<file path="src/rtl/mux_tree_pkg.sv">
// Shared constants for the 7:1 mux tree built from 2:1 cells.
package mux_tree_pkg;

  localparam int N_IN    = 7;  // data lanes
  localparam int N_NODES = 5;  // observable internal tree nodes
  localparam int SEL_W   = 3;  // select width, one bit per tree level

  // Node slots in the packed debug output y.
  localparam int NODE_L1_0 = 0;  // s[0] ? i1 : i0
  localparam int NODE_L1_1 = 1;  // s[0] ? i3 : i2
  localparam int NODE_L1_2 = 2;  // s[0] ? i5 : i4
  localparam int NODE_L2_0 = 3;  // s[1] ? n1 : n0
  localparam int NODE_L2_1 = 4;  // s[1] ? i6 : n2

endpackage

</file>
<file path="src/rtl/mux2x1.sv">
// Single 2:1 select cell, the only building block of the mux tree.
module mux2x1 #(
  parameter int DW = 1
) (
  input  logic [DW-1:0] a,
  input  logic [DW-1:0] b,
  input  logic          sel,
  output logic [DW-1:0] o
);

  // Pure select: b when sel is high, otherwise a.
  always_comb begin
    o = sel ? b : a;
  end

endmodule

</file>
<file path="src/rtl/mux7x1_using2x1_dut.sv">
// 7:1 mux as a three-level tree of six 2:1 cells, with the five internal
// nodes and the final selection registered for observation.
// Lane 6 bypasses level 1, so s=6 and s=7 both select i6.
module mux7x1_using2x1_dut
  import mux_tree_pkg::*;
#(
  parameter int DW = 1
) (
  input  logic                  clk,
  input  logic                  rst,
  input  logic [N_IN*DW-1:0]    i,
  input  logic [SEL_W-1:0]      s,
  output logic [N_NODES*DW-1:0] y,
  output logic [DW-1:0]         Y
);

  logic [DW-1:0]         node [N_NODES];
  logic [DW-1:0]         final_d;
  logic [N_NODES*DW-1:0] nodes_d;
  logic [N_NODES*DW-1:0] nodes_q;
  logic [DW-1:0]         final_q;

  // Level 1: pair up lanes 0..5 under s[0].
  genvar gi;
  generate
    for (gi = 0; gi < 3; gi++) begin : g_l1
      mux2x1 #(.DW(DW)) u_cell (
        .a   (i[(2*gi)*DW +: DW]),
        .b   (i[(2*gi+1)*DW +: DW]),
        .sel (s[0]),
        .o   (node[NODE_L1_0+gi])
      );
    end
  endgenerate

  // Level 2: combine the level-1 pairs; lane 6 joins here unmuxed.
  mux2x1 #(.DW(DW)) u_l2_0 (
    .a   (node[NODE_L1_0]),
    .b   (node[NODE_L1_1]),
    .sel (s[1]),
    .o   (node[NODE_L2_0])
  );

  mux2x1 #(.DW(DW)) u_l2_1 (
    .a   (node[NODE_L1_2]),
    .b   (i[6*DW +: DW]),
    .sel (s[1]),
    .o   (node[NODE_L2_1])
  );

  // Level 3: final choice between the lower and upper halves.
  mux2x1 #(.DW(DW)) u_l3 (
    .a   (node[NODE_L2_0]),
    .b   (node[NODE_L2_1]),
    .sel (s[2]),
    .o   (final_d)
  );

  // Pack nodes n0..n4 into the debug vector, n0 in the low slice.
  generate
    for (gi = 0; gi < N_NODES; gi++) begin : g_pack
      assign nodes_d[gi*DW +: DW] = node[gi];
    end
  endgenerate

  // Output registers: load every cycle, cleared by synchronous reset.
  always_ff @(posedge clk) begin
    if (rst) begin
      nodes_q <= '0;
      final_q <= '0;
    end else begin
      nodes_q <= nodes_d;
      final_q <= final_d;
    end
  end

  assign y = nodes_q;
  assign Y = final_q;

endmodule

</file>
<file path="config.mk">
export PLATFORM = sky130hd
export DESIGN_NAME = mux7x1_using2x1_dut
export DESIGN_NICKNAME = d
export VERILOG_FILES = /design/src/rtl/mux_tree_pkg.sv /design/src/rtl/mux2x1.sv /design/src/rtl/mux7x1_using2x1_dut.sv
export SDC_FILE = /design/constraint.sdc
export NUM_CORES = 1
export LEC_CHECK = 0
export ABC_AREA = 1
export ABC_CLOCK_PERIOD_IN_PS = 800
export CORE_AREA = 2 2 39 41
export DETAILED_ROUTE_END_ITERATION = 10
export DIE_AREA = 0 0 41 43
export PLACE_DENSITY_LB_ADDON = 0.2
export SYNTH_ARGS = -nofsm -noshare
export SYNTH_HDL_FRONTEND = slang
export SYNTH_SLANG_ARGS = --single-unit
export TNS_END_PERCENT = 1
</file>
<file path="constraint.sdc">
create_clock -name clk -period 0.8 [get_ports clk]
set_clock_uncertainty 0.15 [all_clocks]
set_input_delay 0.2 -clock clk [delete_from_list [all_inputs] [get_ports clk]]
set_output_delay 0.2 -clock clk [all_outputs]
set_load 0.02 [all_outputs]
</file>
==> results.md, run 1 <==
- Status: finished, violations left
- Failing checks: setup timing
- Worst-Margin Slew: 0.127 ns
- Post-synthesis xor/xnor area fraction: 0
- CTS Hold Buffers Added: 0
- Final net count: between 70 and 80
- CTS sink cnt: 6
- Fin. Hold Viols: 0
- Setup TNS: -1.35 ns
- Simple-Gate Fraction of Synth Area: 0.351
- TritonCTS Buffers: 3
- Vias in the first global route: 278
- Yosys top cell by area: dfxtp_1
- CTS tree: built
- Total nets after synthesis: 50
- Die Y: 43 µm
- Area contributors post-synth: dfxtp_1 48%, nand2_1 18%, inv_1 12%
- Area after DPL: between 400 and 500 µm²
- # setup viols final: 7
- Power Density: between 1000 and 1500 nW/µm²
- Mean Syn Cell Area: about 6.7 µm²
- Post-Route WL: around 630 µm
- Ant. Diodes: 0
- Buffers and inverters on the worst path: 1
- Cell Count, Final, Fillers Out: between 70 and 80
- Antenna violations before repair: 0
- Post-route ant nets: 0
- WHS: 0.120 ns
- Syn Std Cell Area: between 200 and 300 µm²
- Final HPWL DP: about 470 µm
- Mapped Cells: 38
- Post-route setup slack: -0.212 ns
- DR iter-0 viols: 6
- Area share of the largest cell type after synthesis: 0.475
- VDD IR max: 0.000427 V
- Routability cong.: roughly 0.75
- Vias per cell: just under 4
- First-pass GRT wire length: roughly 970 µm
- Share of layout cells above drive strength 1: 0.556
- GR Overflow Total: 0
- Inst Count DP: 74
- RSZ-0062 raised after global routing: true
- Initial Util: 0.183
- Ports: 18
- Fmax: roughly 1 GHz
- Slew Viols, Final: 0
- Adder-cell share of the synthesized area: 0
- FF+latch count, synth: 6
- Most frequent cells in the layout: 8 x inv_1, 7 x nand2_2, 7 x dlymetal6s2s_1, 7 x buf_6, 6 x dfxtp_2
- Avg WL per Cell: between 7 and 8 µm
- Slowest CP cell: dfxtp_2
- Worst-path clk slew: approximately 0.04 ns
- Crit Path Class: flip-flop to output port
- CTS root buf: clkbuf_4
- Die area: 1760 µm²
- Complex-gate fraction of the synthesized area: 0.0396
- CP top delay family: flip-flops
- Die width: between 40 and 50 µm
- Hold/Removal Path Class: primary input to flip-flop
- Power, Total: around 820 µW
- Post-Layout Inst Area: between 500 and 600 µm²
- # Max-Cap Violations: 0
- Max H-tree Level: 1
- PortBufs: 17
- CP max FO: 1
- Core Area: approximately 1400 µm²
- Crit-path max cell delay: between 0.3 and 0.4 ns
- Final period utilization: 1.26
- Rows: 14
- Cell variety after synth: 8
- Worst Setup Start Kind: flip-flop
- Global Route Usage Sum: 0.0843
- CP arrival: about 0.66 ns
- Leakage: 0.352 nW
- Final min period: 1.01 ns
- Largest net degree at the start of global routing: 6
- Crit end category: output port
- Slew margin rel.: 0.915
- Synth warn: 0
- Main combinational cell family by area after synthesis: simple AND/OR/NAND/NOR gates
- Register area share after synthesis: 0.475
- Post-synthesis mux area share: 0
- DRC violations left: 0
- CP cell instances: buf_6
- Buffer depth of the longest clock path: 2
- Most common cell after layout, fill and taps aside: inv_1
- Drt pass-1 iters: 4
- Vias: between 300 and 400
- Crit path required time: roughly 0.45 ns
- Area growth from synthesis to layout: 129%
[Yosys cell counts]
library cell  number
nor2_1             5
dfxtp_1            6
nand3_2            1
inv_1              8
inv_2              1
nand3_1            3
nand2_1           12
a21oi_1            2
[timing repair]
item	4_1_cts	5_1_grt
setup buffers	0	2
setup endpoints to repair	12	12
pin swaps	1	8
gates resized for setup	52	16
[power by group]
part | switching [mW] | leakage [nW] | internal (mW)
Sequential | 0.00931 | 0.0516 | 0.327
Clock | 0.0909 | 0.0138 | 0.168
Combinational | 0.105 | 0.287 | 0.123
[state kept, by name (all words and copies together), names as in the netlist]
| signal | count |
|---|---|
| y | 5 |
| Y | 1 |
[cell families (layout without fill, tap and decap cells)]
| family | Yosys count | after routing |
|---|---|---|
| simple gates | 21 | 21 |
| buf+inv | 9 | 34 |
| flops | 6 | 6 |
| compound gates | 2 | 2 |
[worst paths after layout]
kind / start / endpoint / slack, ns / cells past startpoint
hold / removal: i[6] / y[4] / 0.12 / 3
setup / recovery: y[1] / y[1] / -0.21 / 1
[final cells by class]
cell class / instances / area [µm²]
Clock buffer: 3 / 22.5
Inverter: 9 / 33.8
Sequential cell: 6 / 128
Multi-Input combinational cell: 23 / 146
Timing Repair Buffer: 22 / 229
Tap cell: 16 / 20.0
Fill cell: 161 / 805
[metal layers]
metal	GRT usage	wire length, µm	share of wire
met5	0	0	0
met4	0.100	10	0.016
met3	0.0157	51	0.082
met2	0.125	349	0.56
met1	0.0836	213	0.34
[metrics by stage]
| step | setup WS, ns | util |
|---|---|---|
| after floorplan | 0.00685 | - |
| final | -0.212 | 0.419 |
| after CTS | -0.226 | 0.380 |
| after global routing | -0.230 | 0.419 |
| after global placement | -0.580 | 0.336 |
| after detailed placement | -0.590 | 0.336 |
No activity file was read; power rests on OpenSTA's default activity.
==> run 2, diff against run 1 <==
--- a/config.mk
+++ b/config.mk
@@ -10,7 +10,6 @@
 export CORE_AREA = 2 2 39 41
 export DETAILED_ROUTE_END_ITERATION = 10
 export DIE_AREA = 0 0 41 43
-export PLACE_DENSITY_LB_ADDON = 0.2
 export SYNTH_ARGS = -nofsm -noshare
 export SYNTH_HDL_FRONTEND = slang
 export SYNTH_SLANG_ARGS = --single-unit
==> run 2 against run 1 <==
Effect of this change:
- the run still ends with setup timing left
- critical path type unchanged
- count of clock-buffer cells in the layout did not move
- total power fell by 2.7%
- first-iteration DRC count fell by 67%
- critical path depth did not move
- worst setup slack got worse by 0.0034 ns
==> results.md, run 2 (synthesis results as in run 1) <==
- PortBufs: 17 (unchanged)
- CP max FO: 1 (unchanged)
- CP top delay family: flip-flops
- CTS tree: built
- Die Y: 43 µm (unchanged)
- Crit path required time: 0.45 ns (about the same)
- Post-route setup slack: -0.215 ns (-0.00336 ns)
- Leakage: 0.344 nW (-2.3%)
- Slowest CP cell: dfxtp_2
- Power Density: 1480 nW/µm² (+4.3%)
- # fillers: 150 (-6.8%)
- Vias in the first global route: 247 (-11%)
- Hold endpoint: Y
- Final net count: 74 (-3.9%)
- Buffers and inverters on the worst path: 1 (unchanged)
- Fmax: 0.985 GHz (-0.33%)
- CP cell instances: buf_6
- Hold-critical path depth: 3 (unchanged)
- VDD IR max: 0.000371 V (-13%)
- Buffer depth of the longest clock path: 2 (unchanged)
- Vias: 282 (-8.4%)
- Post-route ant nets: 0 (unchanged)
- Vias per cell: 3.71 (-4.8%)
- Worst-Margin Slew: 0.135 ns (+0.00848 ns)
- Ports: 18 (unchanged)
- Crit Path Class: flip-flop to output port
- Crit-path max cell delay: 0.31 ns (about the same)
- Core Area: 1380 µm² (unchanged)
- Drt pass-1 iters: 2 (-2)
- CP arrival: 0.67 ns (about the same)
- Die width: 41 µm (unchanged)
- Setup TNS: -1.26 ns (+0.0917 ns)
- Worst-path clk slew: 0.04 ns (about the same)
- Worst Setup Start Kind: flip-flop
- Power, Total: 802 µW (-2.7%)
- CTS root buf: clkbuf_4
- DR iter-0 viols: 2 (-4)
- DRC violations left: 0 (unchanged)
- Area after DPL: 458 µm² (-1.6%)
- Slew margin rel.: 0.910 (-0.00565)
- Final core occ: 0.391 (-0.0280)
- Share of layout cells above drive strength 1: 0.533 (-0.0222)
- Levels on crit path: 1 (unchanged)
- Avg WL per Cell: 7.46 µm (-5.7%)
- Hold/Removal Path Class: primary input to flip-flop
- Fin. Hold Viols: 0 (unchanged)
- Die area: 1760 µm² (unchanged)
- Failing checks: setup timing
- Antenna violations before repair: 0 (unchanged)
- Status: finished, violations left
- Number of flip-flops under the largest register name: 5 (unchanged)
- TritonCTS Buffers: 3 (unchanged)
- GR Overflow Total: 0 (unchanged)
- Global Route Usage Sum: 0.0693 (-0.0150)
- Ant. Diodes: 0 (unchanged)
- Slew Viols, Final: 0 (unchanged)
- Rows: 14 (unchanged)
- First-pass GRT wire length: 828 µm (-15%)
- Worst Hold Launch: s[2]
- RSZ-0062 raised after global routing: true
- Max H-tree Level: 1 (unchanged)
- Final period utilization: 1.27 (+0.00420)
- Final HPWL DP: 429 µm (-7.8%)
- Largest net degree at the start of global routing: 6 (unchanged)
- Post-Route WL: 567 µm (-9.3%)
- # Max-Cap Violations: 0 (unchanged)
- Crit end category: output port
- Routability cong.: 0.780 (+4.3%)
- # setup viols final: 6 (-1)
- Most frequent cells in the layout: 8 x dlymetal6s2s_1, 7 x inv_1, 7 x nand2_2, 7 x buf_6, 6 x dfxtp_2
- WHS: 0.0958 ns (-0.0238 ns)
- Post-Layout Inst Area: 541 µm² (-6.7%)
- Initial Util: 0.183 (unchanged)
- Most common cell after layout, fill and taps aside: dlymetal6s2s_1
- Final min period: 1.02 ns (+0.00336 ns)
- Area growth from synthesis to layout: 114%
- CTS sink cnt: 6 (unchanged)
run 2: worst max-delay path by stage:
| stage | slack, ns | end | start |
|---|---|---|---|
| after floorplan | 0.007 | Y | i[1] |
| after global placement | -0.58 | Y | s[0] |
| after detailed placement | -0.58 | Y | s[0] |
| after CTS | -0.22 | y[4] | y[4] |
| after global routing | -0.24 | Y | Y |
| final | -0.22 | y[4] | y[4] |
run 2: metal layers:
metal  GRT usage  routed length, µm  vias up
met1      0.0806                210      115
met2      0.0969                308       12
li1            -                  -      155
met4      0.0800                  0        0
met5           0                  0        -
met3     0.00524                 48        0
run 2: area by class of cell:
type	instances	area (µm²)	share of cell area
Sequential cell	6	128	0.236
Clock buffer	3	22.5	0.0417
Multi-Input combinational cell	23	131	0.243
Tap cell	16	20.0	0.0370
Inverter	9	33.8	0.0625
Timing Repair Buffer	19	205	0.380
run 2: what timing repair did:
item | CTS | global route
pin swaps | 1 | 9
setup buffers | 0 | 0
gates resized for setup | 50 | 20
hold buffers | 0 | 0
hold endpoints to repair | 0 | 0
cloned | 0 | 0
setup endpoints to repair | 12 | 12
run 2: power breakdown:
group          internal, mW  total (mW)  switching, mW  leakage, nW
registers             0.327       0.336        0.00913       0.0516
clock network         0.168       0.260         0.0914       0.0138
logic                 0.109       0.206         0.0967        0.279
run 2: metrics by stage:
step,instances,setup WS [ns]
after floorplan,38,0.00685
after global placement,73,-0.579
after detailed placement,73,-0.585
after CTS,76,-0.220
after global routing,76,-0.237
final,76,-0.215
==> run 3, diff against run 2 <==
--- a/config.mk
+++ b/config.mk
@@ -6,11 +6,12 @@
 export NUM_CORES = 1
 export LEC_CHECK = 0
 export ABC_AREA = 1
-export ABC_CLOCK_PERIOD_IN_PS = 800
+export ABC_CLOCK_PERIOD_IN_PS = 1100
 export CORE_AREA = 2 2 39 41
 export DETAILED_ROUTE_END_ITERATION = 10
 export DIE_AREA = 0 0 41 43
 export SYNTH_ARGS = -nofsm -noshare
 export SYNTH_HDL_FRONTEND = slang
+export SYNTH_HIERARCHICAL = 1
 export SYNTH_SLANG_ARGS = --single-unit
 export TNS_END_PERCENT = 1
==> constraint.sdc (replaced) <==
create_clock -name clk -period 1.1 [get_ports clk]
set_clock_uncertainty 0.15 [all_clocks]
set_input_delay 0.275 -clock clk [delete_from_list [all_inputs] [get_ports clk]]
set_output_delay 0.275 -clock clk [all_outputs]
set_load 0.02 [all_outputs]
==> run 3 against run 2 <==
Effect of this change:
- the run now ends clean
- global-route usage decreased by 0.80 points
- first-iteration DRC count fell by 50%
- utilization is 3.0 points lower
- non-clock buffer count grew 2
- critical path depth unchanged
- total power down 29%
- sequential power fell by 28%
- hold slack improved by 0.27 ns
- critical endpoint is now y[0]
==> results.md, run 3 <==
- Status: completed
- CP max FO: 1 (unchanged)
- Synth warn: 6 (+6)
- Number of flip-flops under the largest register name: 5 (unchanged)
- Leakage: 0.298 nW (-14%)
- Mapped Cells: 42 (+11%)
- Async set or reset register ratio after synthesis: 0 (unchanged)
- Vias: 288 (+2.1%)
- DR iter-0 viols: 1 (-1)
- First-pass GRT wire length: 696 µm (-16%)
- Hold/Removal Path Class: primary input to flip-flop
- Vias per cell: 3.51 (-5.3%)
- Max H-tree Level: 1 (unchanged)
- Antenna violations before repair: 0 (unchanged)
- Final period utilization: 0.991
- # Max-Cap Violations: 0 (unchanged)
- Final min period: about 1.1 ns
- Most numerous cell in the Yosys netlist: nand2_1
- Fmax: 0.917 GHz
- Post-Route WL: 480 µm (-15%)
- FF+latch count, synth: 6 (unchanged)
- Yosys top cell by area: dfxtp_1
- Slowest CP cell: dfxtp_2
- Share of layout cells above drive strength 1: 0.303 (-0.230)
- CTS Hold Buffers Added: 0 (unchanged)
- Inst Count DP: 78 (+6.8%)
- Slew Viols, Final: 0 (unchanged)
- Area after DPL: 468 µm² (+2.2%)
- VDD IR max: 0.000350 V (-5.9%)
- CP arrival: 0.66 ns (about the same)
- Drt pass-1 iters: 2 (unchanged)
- Cell Count, Final, Fillers Out: 82 (+7.9%)
- Syn Std Cell Area: 255 µm² (+0.99%)
- GR Overflow Total: 0 (unchanged)
- TritonCTS Buffers: 3 (unchanged)
- Crit end category: output port
- Area contributors post-synth: dfxtp_1 47%, nand2_1 26%, inv_1 18%
- Rows: 14 (unchanged)
- Core Area: 1380 µm² (unchanged)
- Power, Total: 571 µW (-29%)
- Most frequent cells in the layout: 18 x nand2_1, 12 x inv_1, 7 x dlygate4sd2_1
- Hold-critical path depth: 7 (+4)
- Power Density: 1140 nW/µm² (-23%)
- Area growth from synthesis to layout: 95.6%
- Post-Layout Inst Area: 499 µm² (-7.6%)
- Worst-Margin Slew: 0.185 ns (+0.0496 ns)
- Ys flop type: dfxtp_1
- Final net count: 80 (+8.1%)
- Worst-path clk slew: 0.04 ns (about the same)
- Crit path required time: 0.67 ns (+0.22 ns)
- Vias in the first global route: 205 (-17%)
- Die Y: 43 µm (unchanged)
- Buffers and inverters on the worst path: 1 (unchanged)
- Most common cell after layout, fill and taps aside: nand2_1
- Largest net degree at the start of global routing: 7 (+1)
- Buffer depth of the longest clock path: 2 (unchanged)
- Crit Path Class: flip-flop to output port
- # setup viols final: 0 (-6)
- CTS root buf: clkbuf_4
- Post-route ant nets: 0 (unchanged)
- Avg WL per Cell: 5.85 µm (-22%)
- RSZ-0062 raised after global routing: true
- CTS tree: built
- Global Route Usage Sum: 0.0613 (-0.00804)
- Post-synth EDFFs: 0 (unchanged)
- Ant. Diodes: 0 (unchanged)
- Setup TNS: 0 ns (+1.26 ns)
- PortBufs: 17 (unchanged)
- CP cell instances: buf_6
- Cell variety after synth: 4 (-4)
- Ports: 18 (unchanged)
- Mean Syn Cell Area: 6.08 µm² (-8.6%)
- CTS sink cnt: 6 (unchanged)
- Area share of the largest cell type after synthesis: 0.471 (-0.00466)
- Total nets after synthesis: 54 (+8.0%)
- Die area: 1760 µm² (unchanged)
- Post-synth top cells: 18 x nand2_1, 12 x inv_1, 6 x dfxtp_1, 6 x nor2_1
- Crit-path max cell delay: 0.31 ns (about the same)
- Final core occ: 0.361 (-0.0298)
- CP top delay family: flip-flops
- Die width: 41 µm (unchanged)
- Worst Setup Start Kind: flip-flop
- Register area share after synthesis: 0.471 (-0.00466)
- DRC violations left: 0 (unchanged)
- Initial Util: 0.184 (+0.00181)
- Slew margin rel.: 0.876 (-0.0334)
- Fin. Hold Viols: 0 (unchanged)
- Levels on crit path: 1 (unchanged)
- Routability cong.: 0.699 (-10%)
[run 3: changes by cell type after synthesis, sizes merged]
cell | before | now
nor2 | 5 | 6
nand3 | 4 | 0
a21oi | 2 | 0
inv | 9 | 12
nand2 | 12 | 18
[run 3: path summary, 6_finish.rpt]
| kind | end | from | slack (ns) |
|---|---|---|---|
| setup / recovery | y[0] | y[0] | 0.01 |
| hold / removal | y[3] | s[0] | 0.36 |
[run 3: area by class of cell]
cell class / count / area, µm²
inverters: 12 / 45.0
fillers: 164 / 885
well taps: 16 / 20.0
clock buffers: 3 / 22.5
flip-flops and latches: 6 / 128
multi-input cells: 24 / 90.1
repair buffers: 21 / 194
[run 3: per-stage QoR]
stage | hold slack, ns | worst slack (ns)
after floorplan | 0.196 | 0.187
after global placement | 0.780 | -0.464
after detailed placement | 0.779 | -0.480
after CTS | 0.400 | -0.000553
after global routing | 0.424 | -0.0150
final | 0.361 | 0.0101
[run 3: per-layer routing]
| layer | vias to the layer above | wire (µm) | global-route usage |
|---|---|---|---|
| met2 | 11 | 261 | 0.0938 |
| met5 | - | 0 | 0 |
| met3 | 2 | 28 | 0 |
| met4 | 0 | 15 | 0.0800 |
| met1 | 112 | 174 | 0.0613 |
| li1 | 163 | - | - |
[run 3: report_power, final]
| part | switching, mW | leakage [nW] | total, mW | internal, mW |
|---|---|---|---|---|
| clock network | 0.0680 | 0.0138 | 0.191 | 0.123 |
| registers | 0.00611 | 0.0516 | 0.242 | 0.236 |
| logic | 0.0598 | 0.232 | 0.138 | 0.0779 |
| total | 0.134 | 0.298 | 0.571 | 0.437 |
[run 3: kinds of logic after synthesis]
kind of cell,share of synthesized area
and+or+nand+nor,0.353
buffers and inverters,0.176
DFF,0.471
[run 3: repair_timing]
| action | 4_1_cts | 5_1_grt |
|---|---|---|
| gates resized for setup | 44 | 8 |
| pin swaps | 12 | 0 |
| endpoints found under the hold margin | 0 | 0 |
| setup buffers | 1 | 0 |
| endpoints found under the setup margin | 12 | 8 |
==> RTL edit 1 (config.mk and constraints of run 2) <==
Remove the register `nodes_q`: a continuous assignment takes its place, so the output `y` follows one clock earlier.
--- a/src/rtl/mux7x1_using2x1_dut.sv
+++ b/src/rtl/mux7x1_using2x1_dut.sv
@@ -66,13 +66,13 @@
   // Output registers: load every cycle, cleared by synchronous reset.
   always_ff @(posedge clk) begin
     if (rst) begin
-      nodes_q <= '0;
       final_q <= '0;
     end else begin
-      nodes_q <= nodes_d;
       final_q <= final_d;
     end
   end
+
+  assign nodes_q = nodes_d;
 
   assign y = nodes_q;
   assign Y = final_q;
Behaviour: not the same (Yosys sat finds a counterexample within 4 cycles, from zero or initial values and one cycle with rst high).
==> RTL edit 1 against run 2 <==
The run still ends with negative setup slack left; design area down 24%; worst setup slack got worse by 0.020 ns; synthesized area is 23% lower; highest routed layer unchanged; die area unchanged; via count shrank 21%; largest power group is now combinational cells; total power down 62%; routed wire length shrank 25%; sequential cell count decreased by 5.
==> RTL edit 1: results (changes against run 2) <==
- Status: finished, violations left
- Failing checks: negative setup slack
- Seq cells: 1 (-5)
- HP Start: Y
- DP Area: 428 µm² (-6.6%)
- Multi-input gate share of total cell area: 0.338 (+0.0954)
- Synth unique cells: 10 (+2)
- Global-route usage over all layers: 0.0589 (-0.0104)
- Final Non-Filler Cells: 65 (-14%)
- Number of global-route vias before repair: 211 (-15%)
- Largest net degree at the start of global routing: 5 (-1)
- Post-DP HPWL: 383 µm (-11%)
- Seq/Total Area, Yosys: 0.103 (-0.372)
- CTS clock-pin slew for the worst setup and hold paths: 0 ns (-0.04 ns)
- Mapped Nets: 47 (-6.0%)
- Pleak: 0.000229 µW (-34%)
- Post-route setup slack: -0.235 ns (-0.0196 ns)
- Iteration-0 DRC Markers: 0 (-2)
- Vias per cell: 3.42 (-8.0%)
- Final wirelength: 423 µm (-25%)
- Power per cell area: 750 nW/µm² (-49%)
- Final setup vio count: 6 (unchanged)
- VDD IR max: 0.133 mV (-64%)
- Top cells by count, synth: nand2_1, inv_1, buf_4
- Final Wtd Congestion: 0.596 (-24%)
- Slowest library cell on the worst path: clkdlybuf4s50_1
- DP Cell Count: 66 (-9.6%)
- Global-route wire length before repair: 779 µm (-5.9%)
- Top cells by area, synth: buf_4, nand2_1, nand3_2, inv_1, dfxtp_1
## RTL edit 1: changes by cell type after synthesis, sizes merged
cell / run 2 / this run
buf: 0 / 5
dfxtp: 6 / 1
nor2: 5 / 2
a21oi: 2 / 0
and2: 0 / 2
inv: 9 / 10
nand2: 12 / 11
## RTL edit 1: cells by family (layout without fill, tap and decap cells)
family	after synthesis	after routing
simple gates	19	19
flops	1	1
buf+inv	15	29
## RTL edit 1: layer usage
metal | up-vias | track usage | wire [µm]
li1 | 122 | - | -
met1 | 90 | 0.0886 | 193
met2 | 10 | 0.0969 | 192
met3 | 0 | 0 | 37
met4 | 0 | 0 | 0
met5 | - | 0 | 0
## RTL edit 1: worst max-delay path by stage
stage	from	endpoint	slack, ns	cells after the start
finish	rst	Y	-0.23	4
global route	s[0]	Y	-0.28	8
CTS	s[0]	Y	-0.25	8
detailed placement	s[0]	y[4]	-1.24	7
global placement	s[0]	y[4]	-1.24	7
floorplan	s[0]	y[0]	-0.09	4
## RTL edit 1: what timing repair did
action	4_1_cts	5_1_grt
endpoints found under the setup margin	7	7
gates cloned	0	0
gates resized for setup	74	4
pin swaps	14	5
buffers inserted	0	0
## RTL edit 1: worst max-delay path, delay by kind of cell
kind,cells,cell delay [ns]
simple gates,2,0.09
buf+inv,2,0.48
## RTL edit 1: metrics by stage
stage | setup TNS (ns) | utilization
5_1_grt | -1.52 | 0.297
3_3_place_gp | -7.21 | 0.309
2_1_floorplan | -0.416 | -
3_5_place_dp | -7.22 | 0.309
4_1_cts | -1.36 | 0.288
6_report | -1.33 | 0.297
## RTL edit 1: power breakdown
part / total (µW) / leakage (µW) / internal, µW / switching (µW)
combinational: 252 / 0.000220 / 133 / 119
sequential: 56.1 / 0.00000835 / 55.2 / 0.911
clock: 0 / 0 / 0 / 0
==> RTL edit 2 (flow settings as in run 2) <==
Without the edit above. Put one more register stage on the output `y`. The value now appears one clock later. The other outputs are not delayed to match.
--- a/src/rtl/mux7x1_using2x1_dut.sv
+++ b/src/rtl/mux7x1_using2x1_dut.sv
@@ -74,7 +74,9 @@
     end
   end
 
-  assign y = nodes_q;
+  always_ff @(posedge clk) begin
+    y <= nodes_q;
+  end
   assign Y = final_q;
 
 endmodule
Check against the original RTL: not equivalent (a bounded check fails within 4 cycles, from zero or initial values and one cycle with rst high).
==> RTL edit 2 against run 2 <==
The flow still finishes with violations (negative setup slack); synthesized area increased by 40%; design area rose by 14%; worst setup slack got worse by 0.026 ns; routed wire length is 3.5% higher; global-route usage is 1.4 points higher; sequential cell count grew 5; hold slack improved by 0.080 ns; total power rose by 44%; sequential power rose by 80%; largest cell class is now sequential cells; highest routed layer unchanged.
==> RTL edit 2: results (changes against run 2) <==
- Hold Path Class: flop to flop
- Setup TNS: -2.13 ns (-0.868 ns)
- Fillers: 149 (-0.67%)
- Post-route setup slack: -0.241 ns (-0.0257 ns)
- CTS clock-pin slew for the worst setup and hold paths: 0.06 ns (+0.02 ns)
- Setup slack at placement: -0.601 ns (-0.0161 ns)
- Number of I/O port buffers: 17 (unchanged)
- Final setup vio count: 12 (+6)
- Cells on Worst Hold Path: 0 (-3)
- Global-route usage over all layers: 0.0835 (+0.0142)
- Failing checks: negative setup slack
- Nets: 79 (+6.8%)
- Largest net degree at the start of global routing: 7 (+1)
- Global-route wire length before repair: 945 µm (+14%)
- Ratio of cells with drive above 1 in the final layout: 0.379 (-0.155)
- Vias per cell: 3.95 (+6.5%)
- Pleak: 0.000312 µW (-9.5%)
- Final Non-Filler Cells: 82 (+7.9%)
- WL per Instance: 7.16 µm (-4.0%)
- DP Cell Count: 78 (+6.8%)
- Seq/Total Area, Yosys: 0.624 (+0.149)
- Mapped Nets: 55 (+10%)
- Clk Latency, worst-skew pair: 0.26 ns
- CP peak stage delay: about 0.32 ns
- Slew HR: 0.849 (-0.0609)
- Status: finished, violations left
- Arrival time worst endpoint: 0.69 ns (+0.02 ns)
- Top cells by area, synth: dfxtp_1, nand2_1, inv_1, nor2_1, nand3_1
- Yosys top cell area share: 0.624 (+0.149)
- Post-DP HPWL: 465 µm (+8.4%)
- Final Wtd Congestion: 0.768 (-1.6%)
- Iteration-0 DRC Markers: 5 (+3)
- VDD IR max: 0.444 mV (+20%)
- Number of global-route vias before repair: 261 (+5.7%)
- Post-Synthesis Cells: 43 (+13%)
- Top cells by count, synth: nand2_1, dfxtp_1, inv_1
## RTL edit 2: cell types whose count changed after synthesis
| cell | change |
|---|---|
| dfxtp_1 | +5 |
## RTL edit 2: per-layer routing
| metal | part of all wire | global-route usage |
|---|---|---|
| met1 | 0.36 | 0.0906 |
| met2 | 0.55 | 0.116 |
| met3 | 0.087 | 0.0157 |
| met4 | 0 | 0.100 |
| met5 | 0 | 0 |
## RTL edit 2: cells by family after synthesis
logic type,after synthesis,share of synthesized area
AO/OA/AOI/OAI,2,0.0284
flip-flops,11,0.624
buffers and inverters,9,0.0957
AND/OR/NAND/NOR,21,0.252
## RTL edit 2: final timing paths
kind	from	endpoint	slack [ns]
worst max-delay path	Y	Y	-0.24
worst min register to register	nodes_q[1]	y[1]	0.18
worst min-delay path	nodes_q[1]	y[1]	0.18
worst max register to register	nodes_q[2]	y[2]	0.26
## RTL edit 2: area by class of cell
type                       instances  area (µm²)  share of cell area
clock buffer                       4        26.3              0.0428
inverter                           9        33.8              0.0550
multi-input combinational         23         118               0.191
sequential                        11         228               0.371
tap                               16        20.0              0.0326
timing repair buffer              19         189               0.308
## RTL edit 2: timing repair
action / 4_1_cts / 5_1_grt
buffers inserted: 0 / 0
cloned: 0 / 0
resized for setup: 47 / 4
endpoints found under the setup margin: 12 / 12
## RTL edit 2: power breakdown
part / switching (µW) / total [µW] / internal, µW
combinational: 90.4 / 203 / 113
clock: 158 / 350 / 192
sequential: 11.6 / 604 / 592
## RTL edit 2: stage by stage
| step | instance area, µm² | hold WS [ns] | total power, µW | utilization |
|---|---|---|---|---|
| 3_5_place_dp | 558 | 0.162 | 803 | 0.403 |
| 3_3_place_gp | 558 | 0.160 | 801 | 0.403 |
| 2_1_floorplan | 353 | 0.119 | 685 | - |
| 6_report | 614 | 0.176 | 1160 | 0.444 |
| 5_1_grt | 614 | 0.182 | 1240 | 0.444 |
| 4_1_cts | 604 | 0.177 | 1180 | 0.437 |
